==> src/rtl/loom_axil_mux_if.sv <==
// AXI-Lite bundle for N ports packed side by side; port i owns slice i of every field.
// master drives requests and response-ready, slave drives request-ready and responses.
interface loom_axil_mux_if #(
    parameter int N          = 1,
    parameter int ADDR_WIDTH = 20
);
    logic [N*ADDR_WIDTH-1:0] araddr;
    logic [N-1:0]            arvalid;
    logic [N-1:0]            arready;
    logic [N*32-1:0]         rdata;
    logic [N*2-1:0]          rresp;
    logic [N-1:0]            rvalid;
    logic [N-1:0]            rready;
    logic [N*ADDR_WIDTH-1:0] awaddr;
    logic [N-1:0]            awvalid;
    logic [N-1:0]            awready;
    logic [N*32-1:0]         wdata;
    logic [N*4-1:0]          wstrb;
    logic [N-1:0]            wvalid;
    logic [N-1:0]            wready;
    logic [N*2-1:0]          bresp;
    logic [N-1:0]            bvalid;
    logic [N-1:0]            bready;

    modport master (
        output araddr, arvalid, rready, awaddr, awvalid, wdata, wstrb, wvalid, bready,
        input  arready, rdata, rresp, rvalid, awready, wready, bresp, bvalid
    );

    modport slave (
        input  araddr, arvalid, rready, awaddr, awvalid, wdata, wstrb, wvalid, bready,
        output arready, rdata, rresp, rvalid, awready, wready, bresp, bvalid
    );
endinterface

==> src/rtl/loom_axil_mux.sv <==
// N:1 AXI-Lite mux, independent round-robin read and write arbiters, one transaction in flight per channel.
// Latency: one cycle of arbitration, then address/data/response pass combinationally to the granted port.
// Backpressure: downstream ready/valid forwarded only to the granted port; other ports stall with requests held.
module loom_axil_mux #(
    parameter int ADDR_WIDTH = 20,
    parameter int N_SLAVES   = 2
) (
    input  logic             clk_i,
    input  logic             rst_ni,
    loom_axil_mux_if.slave   s_axil,
    loom_axil_mux_if.master  m_axil
);

    localparam int GW = (N_SLAVES > 1) ? $clog2(N_SLAVES) : 1;

    typedef enum logic [1:0] {
        RD_IDLE,
        RD_ADDR,
        RD_RESP
    } rd_state_t;

    typedef enum logic [1:0] {
        WR_IDLE,
        WR_XFER,
        WR_RESP
    } wr_state_t;

    rd_state_t           rd_state;
    wr_state_t           wr_state;
    logic [GW-1:0]       rd_gnt;
    logic [GW-1:0]       rd_ptr;
    logic [GW-1:0]       wr_gnt;
    logic [GW-1:0]       wr_ptr;
    logic                aw_done;
    logic                w_done;
    logic [N_SLAVES-1:0] rd_sel;
    logic [N_SLAVES-1:0] wr_sel;
    logic                ar_hs;
    logic                r_hs;
    logic                aw_hs;
    logic                w_hs;
    logic                b_hs;

    // Scan downward so the nearest requester after the pointer is the last one written.
    function automatic logic [GW-1:0] rr_pick(input logic [N_SLAVES-1:0] req,
                                              input logic [GW-1:0]       ptr);
        logic [GW-1:0] pick;
        int            idx;
        pick = ptr;
        for (int k = N_SLAVES; k >= 1; k--) begin
            idx = (int'(ptr) + k) % N_SLAVES;
            if (req[idx]) begin
                pick = GW'(idx);
            end
        end
        return pick;
    endfunction

    assign rd_sel = N_SLAVES'(1) << rd_gnt;
    assign wr_sel = N_SLAVES'(1) << wr_gnt;

    assign ar_hs = m_axil.arvalid && m_axil.arready;
    assign r_hs  = m_axil.rvalid  && m_axil.rready;
    assign aw_hs = m_axil.awvalid && m_axil.awready;
    assign w_hs  = m_axil.wvalid  && m_axil.wready;
    assign b_hs  = m_axil.bvalid  && m_axil.bready;

    always_ff @(posedge clk_i or negedge rst_ni) begin
        if (!rst_ni) begin
            rd_state <= RD_IDLE;
            rd_gnt   <= '0;
            rd_ptr   <= '0;
        end else begin
            case (rd_state)
                RD_IDLE: begin
                    if (|s_axil.arvalid) begin
                        rd_gnt   <= rr_pick(s_axil.arvalid, rd_ptr);
                        rd_state <= RD_ADDR;
                    end
                end
                RD_ADDR: begin
                    if (ar_hs) begin
                        rd_ptr   <= rd_gnt;
                        rd_state <= RD_RESP;
                    end
                end
                RD_RESP: begin
                    if (r_hs) begin
                        rd_state <= RD_IDLE;
                    end
                end
                default: rd_state <= RD_IDLE;
            endcase
        end
    end

    always_ff @(posedge clk_i or negedge rst_ni) begin
        if (!rst_ni) begin
            wr_state <= WR_IDLE;
            wr_gnt   <= '0;
            wr_ptr   <= '0;
            aw_done  <= 1'b0;
            w_done   <= 1'b0;
        end else begin
            case (wr_state)
                WR_IDLE: begin
                    if (|s_axil.awvalid) begin
                        wr_gnt   <= rr_pick(s_axil.awvalid, wr_ptr);
                        wr_state <= WR_XFER;
                    end
                end
                WR_XFER: begin
                    if (aw_hs) begin
                        aw_done <= 1'b1;
                        wr_ptr  <= wr_gnt;
                    end
                    if (w_hs) begin
                        w_done <= 1'b1;
                    end
                    // Both beats may complete in the same cycle, so look at the handshakes too.
                    if ((aw_done || aw_hs) && (w_done || w_hs)) begin
                        wr_state <= WR_RESP;
                    end
                end
                WR_RESP: begin
                    if (b_hs) begin
                        aw_done  <= 1'b0;
                        w_done   <= 1'b0;
                        wr_state <= WR_IDLE;
                    end
                end
                default: wr_state <= WR_IDLE;
            endcase
        end
    end

    // Read path: address/data muxed by grant, handshakes qualified by state.
    assign m_axil.araddr  = s_axil.araddr[int'(rd_gnt)*ADDR_WIDTH +: ADDR_WIDTH];
    assign m_axil.arvalid = (rd_state == RD_ADDR) && s_axil.arvalid[rd_gnt];
    assign m_axil.rready  = (rd_state == RD_RESP) && s_axil.rready[rd_gnt];
    assign s_axil.arready = rd_sel & {N_SLAVES{(rd_state == RD_ADDR) && m_axil.arready}};
    assign s_axil.rvalid  = rd_sel & {N_SLAVES{(rd_state == RD_RESP) && m_axil.rvalid}};
    assign s_axil.rdata   = {N_SLAVES{m_axil.rdata}};
    assign s_axil.rresp   = {N_SLAVES{m_axil.rresp}};

    // Write path: AW and W each stop forwarding once their own beat has gone through.
    assign m_axil.awaddr  = s_axil.awaddr[int'(wr_gnt)*ADDR_WIDTH +: ADDR_WIDTH];
    assign m_axil.wdata   = s_axil.wdata[int'(wr_gnt)*32 +: 32];
    assign m_axil.wstrb   = s_axil.wstrb[int'(wr_gnt)*4 +: 4];
    assign m_axil.awvalid = (wr_state == WR_XFER) && !aw_done && s_axil.awvalid[wr_gnt];
    assign m_axil.wvalid  = (wr_state == WR_XFER) && !w_done && s_axil.wvalid[wr_gnt];
    assign m_axil.bready  = (wr_state == WR_RESP) && s_axil.bready[wr_gnt];
    assign s_axil.awready = wr_sel & {N_SLAVES{(wr_state == WR_XFER) && !aw_done && m_axil.awready}};
    assign s_axil.wready  = wr_sel & {N_SLAVES{(wr_state == WR_XFER) && !w_done && m_axil.wready}};
    assign s_axil.bvalid  = wr_sel & {N_SLAVES{(wr_state == WR_RESP) && m_axil.bvalid}};
    assign s_axil.bresp   = {N_SLAVES{m_axil.bresp}};

    // An initiator that drops arvalid while granted breaks the AXI contract.
    ar_hold: assert property (@(posedge clk_i) disable iff (!rst_ni)
                              (rd_state == RD_ADDR) |-> s_axil.arvalid[rd_gnt]);

endmodule

==> src/flat_wrapper.sv <==
// flat-port wrapper written by rule: the top's interface ports become plain ports
module loom_axil_mux_flat 
#(
    parameter int ADDR_WIDTH = 20,
    parameter int N_SLAVES   = 2
)
  (clk_i, rst_ni, s_axil_araddr, s_axil_arvalid, s_axil_rready, s_axil_awaddr, s_axil_awvalid, s_axil_wdata, s_axil_wstrb, s_axil_wvalid, s_axil_bready, s_axil_arready, s_axil_rdata, s_axil_rresp, s_axil_rvalid, s_axil_awready, s_axil_wready, s_axil_bresp, s_axil_bvalid, m_axil_araddr, m_axil_arvalid, m_axil_rready, m_axil_awaddr, m_axil_awvalid, m_axil_wdata, m_axil_wstrb, m_axil_wvalid, m_axil_bready, m_axil_arready, m_axil_rdata, m_axil_rresp, m_axil_rvalid, m_axil_awready, m_axil_wready, m_axil_bresp, m_axil_bvalid);
  loom_axil_mux_if #(.N(2), .ADDR_WIDTH(ADDR_WIDTH)) s_axil_i ();
  loom_axil_mux_if #(.N(1), .ADDR_WIDTH(ADDR_WIDTH)) m_axil_i ();
  input  logic clk_i;
  input  logic rst_ni;
  input wire logic [$bits(s_axil_i.araddr)-1:0] s_axil_araddr;
  input wire logic [$bits(s_axil_i.arvalid)-1:0] s_axil_arvalid;
  input wire logic [$bits(s_axil_i.rready)-1:0] s_axil_rready;
  input wire logic [$bits(s_axil_i.awaddr)-1:0] s_axil_awaddr;
  input wire logic [$bits(s_axil_i.awvalid)-1:0] s_axil_awvalid;
  input wire logic [$bits(s_axil_i.wdata)-1:0] s_axil_wdata;
  input wire logic [$bits(s_axil_i.wstrb)-1:0] s_axil_wstrb;
  input wire logic [$bits(s_axil_i.wvalid)-1:0] s_axil_wvalid;
  input wire logic [$bits(s_axil_i.bready)-1:0] s_axil_bready;
  output wire logic [$bits(s_axil_i.arready)-1:0] s_axil_arready;
  output wire logic [$bits(s_axil_i.rdata)-1:0] s_axil_rdata;
  output wire logic [$bits(s_axil_i.rresp)-1:0] s_axil_rresp;
  output wire logic [$bits(s_axil_i.rvalid)-1:0] s_axil_rvalid;
  output wire logic [$bits(s_axil_i.awready)-1:0] s_axil_awready;
  output wire logic [$bits(s_axil_i.wready)-1:0] s_axil_wready;
  output wire logic [$bits(s_axil_i.bresp)-1:0] s_axil_bresp;
  output wire logic [$bits(s_axil_i.bvalid)-1:0] s_axil_bvalid;
  output wire logic [$bits(m_axil_i.araddr)-1:0] m_axil_araddr;
  output wire logic [$bits(m_axil_i.arvalid)-1:0] m_axil_arvalid;
  output wire logic [$bits(m_axil_i.rready)-1:0] m_axil_rready;
  output wire logic [$bits(m_axil_i.awaddr)-1:0] m_axil_awaddr;
  output wire logic [$bits(m_axil_i.awvalid)-1:0] m_axil_awvalid;
  output wire logic [$bits(m_axil_i.wdata)-1:0] m_axil_wdata;
  output wire logic [$bits(m_axil_i.wstrb)-1:0] m_axil_wstrb;
  output wire logic [$bits(m_axil_i.wvalid)-1:0] m_axil_wvalid;
  output wire logic [$bits(m_axil_i.bready)-1:0] m_axil_bready;
  input wire logic [$bits(m_axil_i.arready)-1:0] m_axil_arready;
  input wire logic [$bits(m_axil_i.rdata)-1:0] m_axil_rdata;
  input wire logic [$bits(m_axil_i.rresp)-1:0] m_axil_rresp;
  input wire logic [$bits(m_axil_i.rvalid)-1:0] m_axil_rvalid;
  input wire logic [$bits(m_axil_i.awready)-1:0] m_axil_awready;
  input wire logic [$bits(m_axil_i.wready)-1:0] m_axil_wready;
  input wire logic [$bits(m_axil_i.bresp)-1:0] m_axil_bresp;
  input wire logic [$bits(m_axil_i.bvalid)-1:0] m_axil_bvalid;
  assign s_axil_i.araddr = s_axil_araddr;
  assign s_axil_i.arvalid = s_axil_arvalid;
  assign s_axil_i.rready = s_axil_rready;
  assign s_axil_i.awaddr = s_axil_awaddr;
  assign s_axil_i.awvalid = s_axil_awvalid;
  assign s_axil_i.wdata = s_axil_wdata;
  assign s_axil_i.wstrb = s_axil_wstrb;
  assign s_axil_i.wvalid = s_axil_wvalid;
  assign s_axil_i.bready = s_axil_bready;
  assign s_axil_arready = s_axil_i.arready;
  assign s_axil_rdata = s_axil_i.rdata;
  assign s_axil_rresp = s_axil_i.rresp;
  assign s_axil_rvalid = s_axil_i.rvalid;
  assign s_axil_awready = s_axil_i.awready;
  assign s_axil_wready = s_axil_i.wready;
  assign s_axil_bresp = s_axil_i.bresp;
  assign s_axil_bvalid = s_axil_i.bvalid;
  assign m_axil_araddr = m_axil_i.araddr;
  assign m_axil_arvalid = m_axil_i.arvalid;
  assign m_axil_rready = m_axil_i.rready;
  assign m_axil_awaddr = m_axil_i.awaddr;
  assign m_axil_awvalid = m_axil_i.awvalid;
  assign m_axil_wdata = m_axil_i.wdata;
  assign m_axil_wstrb = m_axil_i.wstrb;
  assign m_axil_wvalid = m_axil_i.wvalid;
  assign m_axil_bready = m_axil_i.bready;
  assign m_axil_i.arready = m_axil_arready;
  assign m_axil_i.rdata = m_axil_rdata;
  assign m_axil_i.rresp = m_axil_rresp;
  assign m_axil_i.rvalid = m_axil_rvalid;
  assign m_axil_i.awready = m_axil_awready;
  assign m_axil_i.wready = m_axil_wready;
  assign m_axil_i.bresp = m_axil_bresp;
  assign m_axil_i.bvalid = m_axil_bvalid;
  loom_axil_mux #(.ADDR_WIDTH(ADDR_WIDTH), .N_SLAVES(N_SLAVES)) u_core (.clk_i(clk_i), .rst_ni(rst_ni), .s_axil(s_axil_i), .m_axil(m_axil_i));
endmodule
==> config.mk <==
export PLATFORM = sky130hd
export DESIGN_NAME = loom_axil_mux_flat
export DESIGN_NICKNAME = d
export VERILOG_FILES = /design/src/rtl/loom_axil_mux_if.sv /design/src/rtl/loom_axil_mux.sv /design/src/flat_wrapper.sv
export SDC_FILE = /design/constraint.sdc
export NUM_CORES = 1
export LEC_CHECK = 0
export ABC_CLOCK_PERIOD_IN_PS = 1600
export CORE_AREA = 3 3 140 142
export CTS_BUF_LIST = sky130_fd_sc_hd__clkbuf_8
export DETAILED_ROUTE_END_ITERATION = 6
export DIE_AREA = 0 0 143 145
export PLACE_DENSITY = 0.51
export SYNTH_ARGS = -nofsm -noshare
export SYNTH_HDL_FRONTEND = slang
export SYNTH_SLANG_ARGS = --single-unit
==> constraint.sdc <==
create_clock -name clk_i -period 1.6 [get_ports clk_i]
set_clock_uncertainty 0.1 [all_clocks]
set_input_delay 0.24 -clock clk_i [delete_from_list [all_inputs] [get_ports clk_i]]
set_output_delay 0.24 -clock clk_i [all_outputs]
set_load 0.02 [all_outputs]
# Word level (Yosys, flattened, before mapping)
# Index checks and enable logic that the tools add are counted.
# Widths: inputs -> output; s select.
totals:
  output_inout_bits: 163
  input_bits: 205
  ff_bits: 10
  wordCells: 121
op_classes:
  n_mul: 2
  mux: 39
  n_bitwise: 9
  n_addsub: 4
  order_cmp: 6
  shifts: 6
  n_eq_ne: 12
  n_reduce_logical: 35
ops:
  columns: ["cell", "n"]
  rows:
  - ["$shiftx 40x32->20", 2]
  - ["$shiftx 64x7->32", 1]
  - ["$mux 1", 29]
  - ["$logic_and 1x1->1", 18]
  - ["$ne 2x1->1 const B", 8]
  - ["$lt 2x3->1 const B", 4]
  - ["$mux 2", 6]
  - ["$pmux 2 s3", 2]
  - ["$reduce_and 3->1", 4]
  - ["$and 2x2->2", 5]
  - ["$mul 1x3->4 const B", 2]
  - ["$reduce_and 2->1", 4]
  - ["$shiftx 8x4->4", 1]
  - ["$add 1x1->1 const B", 4]
  - ["$and 1x1->1 const A", 4]
  - ["$eq 2x1->1 const B", 2]
  - ["$eq 2x2->1 const B", 2]
  - ["$logic_not 2->1", 2]
  - ["$lt 1x2->1 const B", 2]
  - ["$pmux 1 s2", 2]
  - ["$reduce_or 2->1", 2]
  - ["$shl 1x1->2 const A", 2]
  - ["$logic_not 1->1", 2]
  - ["$logic_or 1x1->1", 2]
  - ["$reduce_bool 2->1", 1]

# Logic depth before layout (Yosys ltp)
# Gate-level depths: netlist of the first run.
depth:
  word_depth: 8
  mapped_depth: 6
  ltp_nobuf: 6

# Worst setup path after synthesis of the first run
# OpenSTA, ideal clock, no wires.
synth_path:
  path_type: "flip-flop to flip-flop"
  startpoint: "reg u_core.wr_state[0]"
  endpoint: "reg u_core.wr_state[0]"
  t_arrival_ns: 1.559
  setup_ns: 0.128
  synth_period_minus_slack_ns: 1.786
  required_ns: 1.372
  slack_ns: -0.186
  n_path_buf: 0
  stages_incl_launch_ff: 7
  path_cell_list: "dfrtp_1 inv_1 ha_1 or3b_2 o211ai_1 a221oi_2 mux2_1"
synth_between:
  elab_chain_cells: 8
  word_cells_on_any_way: 19
  classes_between: "eq/ne: 5; mux: 1; reduce/logical: 13"
synth_lines:
  columns: ["item", "line", "source"]
  rows:
  - ["from (decl)", "loom_axil_mux.sv:29", "wr_state_t wr_state;"]
  - ["from (signal assigned)", "loom_axil_mux.sv:99", "wr_state <= WR_IDLE;"]
  - ["from (signal assigned)", "loom_axil_mux.sv:109", "wr_state <= WR_XFER;"]
  - ["from (signal assigned)", "loom_axil_mux.sv:122", "wr_state <= WR_RESP;"]
  - ["$eq 2x1->1", "loom_axil_mux.sv:105, loom_axil_mux.sv:150, loom_axil_mux.sv:151", null]
  - ["$logic_and 1x1->1 (on tied branches) (2 in a row)", "loom_axil_mux.sv:150, loom_axil_mux.sv:151", null]
  - ["$logic_and 1x1->1 (on tied branches)", "loom_axil_mux.sv:64, loom_axil_mux.sv:65", null]
  - ["$logic_or 1x1->1", "loom_axil_mux.sv:121", "if ((aw_done || aw_hs) && (w_done || w_hs)) begin"]
  - ["$logic_and 1x1->1", "loom_axil_mux.sv:121", null]
  - ["$ne 2x1->1 (no source line)", null, null]
  - ["$reduce_and 3->1 (no source line)", null, null]
# Parallel ways exist; a longest one is shown, timed or not.
# A chain may end at the register's enable or synchronous reset.

# Worst setup path in the final report of the first run
layout_path:
  startpoint: "reg u_core.wr_gnt"
  endpoint: "out m_axil_wvalid"
layout_between:
  elab_chain_cells: 3
layout_lines:
  columns: ["item", "line", "source"]
  rows:
  - ["from (decl)", "loom_axil_mux.sv:32", "logic [GW-1:0] wr_gnt;"]
  - ["from (signal assigned)", "loom_axil_mux.sv:108", "wr_gnt <= rr_pick(s_axil.awvalid, wr_ptr);"]
  - ["$mux 1 (not written as such) (2 in a row)", "loom_axil_mux.sv:151", "assign m_axil.wvalid = (wr_state == WR_XFER) && !w_done && s_axil.wvalid[wr_gnt];"]
  - ["$logic_and 1x1->1", "loom_axil_mux.sv:151", null]
  - ["to (decl)", "flat_wrapper.sv:36", "output wire logic [$bits(m_axil_i.wvalid)-1:0] m_axil_wvalid;"]
# Every way passes these cells. The select of a mux whose other input is x is not followed.

==> results.toml, run 1 <==
[die]
fp.dieW_um = 143
floorplan.io_pins = 368
row_count = 50
initial_core_util_pct = 11.6
core-area_um2 = 18600
dieArea_um2 = 20700
die_h_um = 145

[worst_setup_path]
crit_required_ns = 1.26
crit_type = "register to primary output"
critPathMaxFanout = 7
end_kind = "primary output"
crit_arrival_ns = 1.65
worstSetupStartpointType = "register"

[power]
power.density_nw_per_um2 = 1430
irDropWorstVdd_mv = 0.800
total_power_mw = 7.90
p_leak_nw = 2.42

[layout]
fin_util_pct = 29.8
nets = 683
nFillCells = 1905
final_common_cell = "clkdlybuf4s50_1"
layout_common_cells = "clkdlybuf4s50_1, buf_6, mux2_4, buf_4, mux2_2"
antenna_cells = 0
design_area_um2 = 5540
drive_gt1_share_pct = 55.8
syn2layout_area_growth_pct = 157

[synthesis]
ys_seq_area_share_pct = 11.6
yosys_warnings = 0
avgSynthCellArea_um2 = 9.17
synth_edf_count = 0
ys_ff_latch = 10
netlist_area_um2 = 2150
yosys-top-cells-area = "mux2_2, buf_4, dfrtp_1"
synth_flop_cell = "dfrtp_1"
yosysUniqueCellTypes = 31
synthesis.instances = 235
synth.largest_area_cell = "mux2_2"
async_reset_ff_share_pct = 100
syn-num-nets = 444
synth_top_cell_area_share_pct = 41.3

[global_routing]
track_usage_pct = 11.8
antenna_found_initial = 0
grt_pass1_vias = 2942
overflow = 0
grt_pass1_wl_um = 18400
grt_start_max_net_pins = 14

[sta]
setup_slack_ns = -0.386
fin_crit_sh_pct = 124
max_freq_mhz = 503
hold_viol_final = 0
rsz0062_at_grt = "true"
finalSetupViolCount = 90
max_slew_margin_pct = 66.2
tightest_slew_ns = 0.506
post-route-min-period_ns = 1.99
slew_violations = 0

[place]
numPortBuffers = 259
placed_area_um2 = 4710
dp_hpwl_um = 11100
dpl_worst_slack_ns = -0.470
place_congestion = 0.774

[clock_tree]
cts_buffers = 3
ctsLongestPathBuffers = 2
clk_latency_ns = 0.24
root_buffer = "clkbuf_8"
clkTransAtPathRegs_ns = 0.05
htreeDepth = 1
clock-sinks = 10
cts_tree = "yes"

[route]
routed_wl_um = 13600
vias = 2681
wl_per_cell_um = 19.3
drtIter0Drc = 70
drc = 0
dr.pass1.iters = 4
vias_per_cell = 3.79
postRouteAntennaNets = 0

[run_status]
status = "complete, but fails checks"
violations = "negative setup slack"

[hold_path]
hold_class = "primary input to asynchronous set/reset pin"

[run]
maxCapViolCount = 0
-- worst paths after layout --
path	startpoint	end	slack [ns]	depth (start not counted)
min reg2reg	u_core.wr_ptr	u_core.wr_ptr	0.45	2
max reg2reg	u_core.wr_gnt	u_core.wr_state[0]	-0.33	6
max in group asynchronous	rst_ni	u_core.rd_gnt	0.78	1
min	rst_ni	u_core.wr_ptr	0.24	1
min in group clk_i	m_axil_rdata[15]	s_axil_rdata[47]	0.38	0
max	u_core.wr_gnt	m_axil_wvalid	-0.39	6
-- Yosys cell counts (2+ instances only) --
| cell | count |
|---|---|
| mux2_2 | 79 |
| buf_4 | 72 |
| nand2_1 | 11 |
| dfrtp_1 | 10 |
| buf_2 | 9 |
| nor2_1 | 7 |
| and3_1 | 4 |
| ha_1 | 4 |
| inv_1 | 4 |
| nor2b_1 | 4 |
| mux2_1 | 3 |
| a21boi_0 | 2 |
| a2bb2oi_1 | 2 |
| a32o_1 | 2 |
| and2_1 | 2 |
| mux2i_1 | 2 |
| nor3_1 | 2 |
| nor3b_1 | 2 |
| o21ai_0 | 2 |
-- per-layer routing --
metal	GRT usage [%]	up-vias	routed length [µm]	share of wire, %
met4	1.90	0	152	1.1
met3	3.82	18	1390	10
li1	-	1228	-	-
met5	0	-	0	0
met1	11.0	1245	4390	32
met2	24.3	190	7700	56
-- cell families (layout without fill, tap and decap cells) --
logic type,count (synthesis),in the layout,synth area share (%)
flops,10,10,11.6
buf+inv,86,324,28.0
fa+ha+maj,4,4,2.32
mux,84,84,43.8
simple gates,39,39,9.76
compound gates,12,12,4.47
-- final cells by class --
type	instances	area (µm²)	area share, %
repair buffers	316	3310	59.6
multi-input cells	139	1620	29.2
well taps	234	293	5.28
flip-flops and latches	10	254	4.58
clock buffers	4	55.1	0.993
inverters	4	15.0	0.271
-- worst max-delay path, stage by stage (launching register included) --
cell	delay (ns)
dfrtp_2	0.47
buf_6	0.15
buf_6	0.11
mux2_4	0.31
buf_6	0.12
nor2b_4	0.12
buf_6	0.13
-- state kept, by name, indices dropped and copies added (netlist names) --
register / count
u_core.rd_state: 2
u_core.rd_gnt: 1
u_core.wr_state: 2
u_core.wr_gnt: 1
u_core.aw_done: 1
u_core.rd_ptr: 1
u_core.w_done: 1
u_core.wr_ptr: 1
-- report_power, final --
part | switching (mW) | leakage, nW | internal (mW)
sequential | 0.157 | 0.113 | 0.368
combinational | 2.90 | 2.28 | 4.16
clock | 0.102 | 0.0288 | 0.217
total | 3.16 | 2.42 | 4.74
-- per-stage QoR --
stage,hold WS [ns],TNS [ns],std cells
floorplan,-0.156,-0.216,235
global placement,0.380,-30.39,676
detailed placement,0.380,-32.50,676
CTS,0.255,-19.50,705
global route,0.281,-23.83,707
finish,0.243,-18.33,707
-- what timing repair did --
| action | 4_1_cts | 5_1_grt |
|---|---|---|
| resized for setup | 518 | 93 |
| hold buffers | 0 | 0 |
| setup endpoints to repair | 95 | 94 |
| gates cloned | 6 | 1 |
| pin swaps | 10 | 9 |
| buffers inserted | 19 | 6 |
Note: power is estimated with default switching activity, not from simulation.
==> inputs of run 2 (changes only) <==
--- a/config.mk
+++ b/config.mk
@@ -10,7 +10,7 @@
 export CTS_BUF_LIST = sky130_fd_sc_hd__clkbuf_8
 export DETAILED_ROUTE_END_ITERATION = 6
 export DIE_AREA = 0 0 143 145
-export PLACE_DENSITY = 0.51
+export SLEW_MARGIN = 20
 export SYNTH_ARGS = -nofsm -noshare
 export SYNTH_HDL_FRONTEND = slang
 export SYNTH_SLANG_ARGS = --single-unit
==> run 2 against run 1 <==
Net effect: the flow still finishes with violations (negative setup slack); sequential share of layout area is 0.25 points higher; hold slack better by 0.0056 ns; cell count decreased by 0.28%; critical endpoint is now u_core.wr_state[0]; largest power group unchanged.
==> results.toml, run 2 (synthesis gave the netlist of run 1 again) <==
[place]
dp_hpwl_um = 9080
placed_area_um2 = 4780
numPortBuffers = 259
place_inst = 683
dpl_worst_slack_ns = -0.454
place_congestion = 0.819

[die]
core-area_um2 = 18600
row_count = 50
floorplan.io_pins = 368
fp.dieW_um = 143
initial_core_util_pct = 11.6
die_h_um = 145
dieArea_um2 = 20700

[layout]
syn2layout_area_growth_pct = 143
final_common_cell = "clkdlybuf4s50_1"
final_cells = 705
nFillCells = 1958
top_regs = "u_core.rd_state x2, u_core.wr_state x2"
drive_gt1_share_pct = 54.4
fin_util_pct = 28.1
nets = 681
layout_common_cells = "clkdlybuf4s50_1, buf_6, mux2_4, buf_4, mux2_2"
antenna_cells = 0
design_area_um2 = 5230

[worst_setup_path]
end_kind = "register"
r2r_setup_slack_ns = -0.28
critPathMaxFanout = 2
crit_required_ns = 1.62
crit_type = "register to register"
worstSetupStartpointType = "register"
crit_arrival_ns = 1.90

[global_routing]
grt_pass1_vias = 2832
met3_usage_pct = 3.46
antenna_found_initial = 1
busiest_layer = "met2"
grt_start_max_net_pins = 23
grtUsageMet1_pct = 10.3
overflow = 0
grt.met2_usage_pct = 17.7
grt_pass1_wl_um = 15800
track_usage_pct = 9.50

[route]
dr.pass1.iters = 4
vias = 2584
vias_per_cell = 3.67
postRouteAntennaNets = 0
routed_wl_um = 11400
drtIter0Drc = 32
drc = 0
wl_per_cell_um = 16.2

[clock_tree]
clk_latency_ns = 0.24
htreeDepth = 1
cts_tree = "yes"
ctsLongestPathBuffers = 2
root_buffer = "clkbuf_8"
clkTransAtPathRegs_ns = 0.05
ctsHoldBuffers = 0
cts_buffers = 3
clock-sinks = 10

[run]
maxCapViolCount = 0

[sta]
tightest_slew_ns = 0.521
fin_crit_sh_pct = 118
max_freq_mhz = 531
post-route-min-period_ns = 1.88
tns_ns = -13.51
rsz0062_at_grt = "true"
finalSetupViolCount = 90
slew_violations = 0
max_slew_margin_pct = 65.2
hold_viol_final = 0
fin_hold_ws_ns = 0.249
setup_slack_ns = -0.282

[power]
total_power_mw = 6.95
p_leak_nw = 2.29
irDropWorstVdd_mv = 0.803
power.density_nw_per_um2 = 1330

[run_status]
status = "complete, but fails checks"
violations = "negative setup slack"

[hold_path]
hold_class = "primary input to asynchronous set/reset pin"
## run 2: worst paths after layout
kind	startpoint	depth (start not counted)	endpoint
worst max-delay path	u_core.wr_state[0]	7	u_core.wr_state[0]
worst min-delay path	rst_ni	1	u_core.w_done
worst max register to register	u_core.wr_state[0]	7	u_core.wr_state[0]
worst min register to register	u_core.rd_ptr	1	u_core.rd_ptr
max in group asynchronous	rst_ni	1	u_core.wr_gnt
min in group clk_i	m_axil_rdata[9]	0	s_axil_rdata[41]
## run 2: routing by layer
layer	vias to the layer above	share of wire [%]
li1	1224	-
met1	1197	37
met2	145	53
met3	16	8.9
met4	2	1.0
met5	-	0.11
## run 2: power breakdown
| group | switching, mW | internal [mW] |
|---|---|---|
| Clock | 0.0996 | 0.168 |
| Combinational | 2.62 | 3.57 |
| Sequential | 0.134 | 0.365 |
## run 2: final cells by class
class / instances / area, µm² / share of cell area, %
clock buffers: 3 / 41.3 / 0.790
clock inverters: 1 / 3.75 / 0.0718
inverters: 4 / 20.0 / 0.383
multi-input cells: 139 / 1590 / 30.3
flip-flops and latches: 10 / 253 / 4.84
well taps: 234 / 293 / 5.60
repair buffers: 314 / 3030 / 58.0
## run 2: timing repair
action,in CTS,in global routing
endpoints found under the setup margin,93,95
setup buffers,11,9
cloned,1,3
pin swaps,4,7
gates resized for setup,430,127
## run 2: worst max-delay path, cell delays in order, from the launching register on
cell and delay, ns:
dfrtp_1 0.42, buf_6 0.14, inv_6 0.04, ha_4 0.14
or3b_4 0.21, o211ai_1 0.09, a221oi_2 0.27, mux2_1 0.35
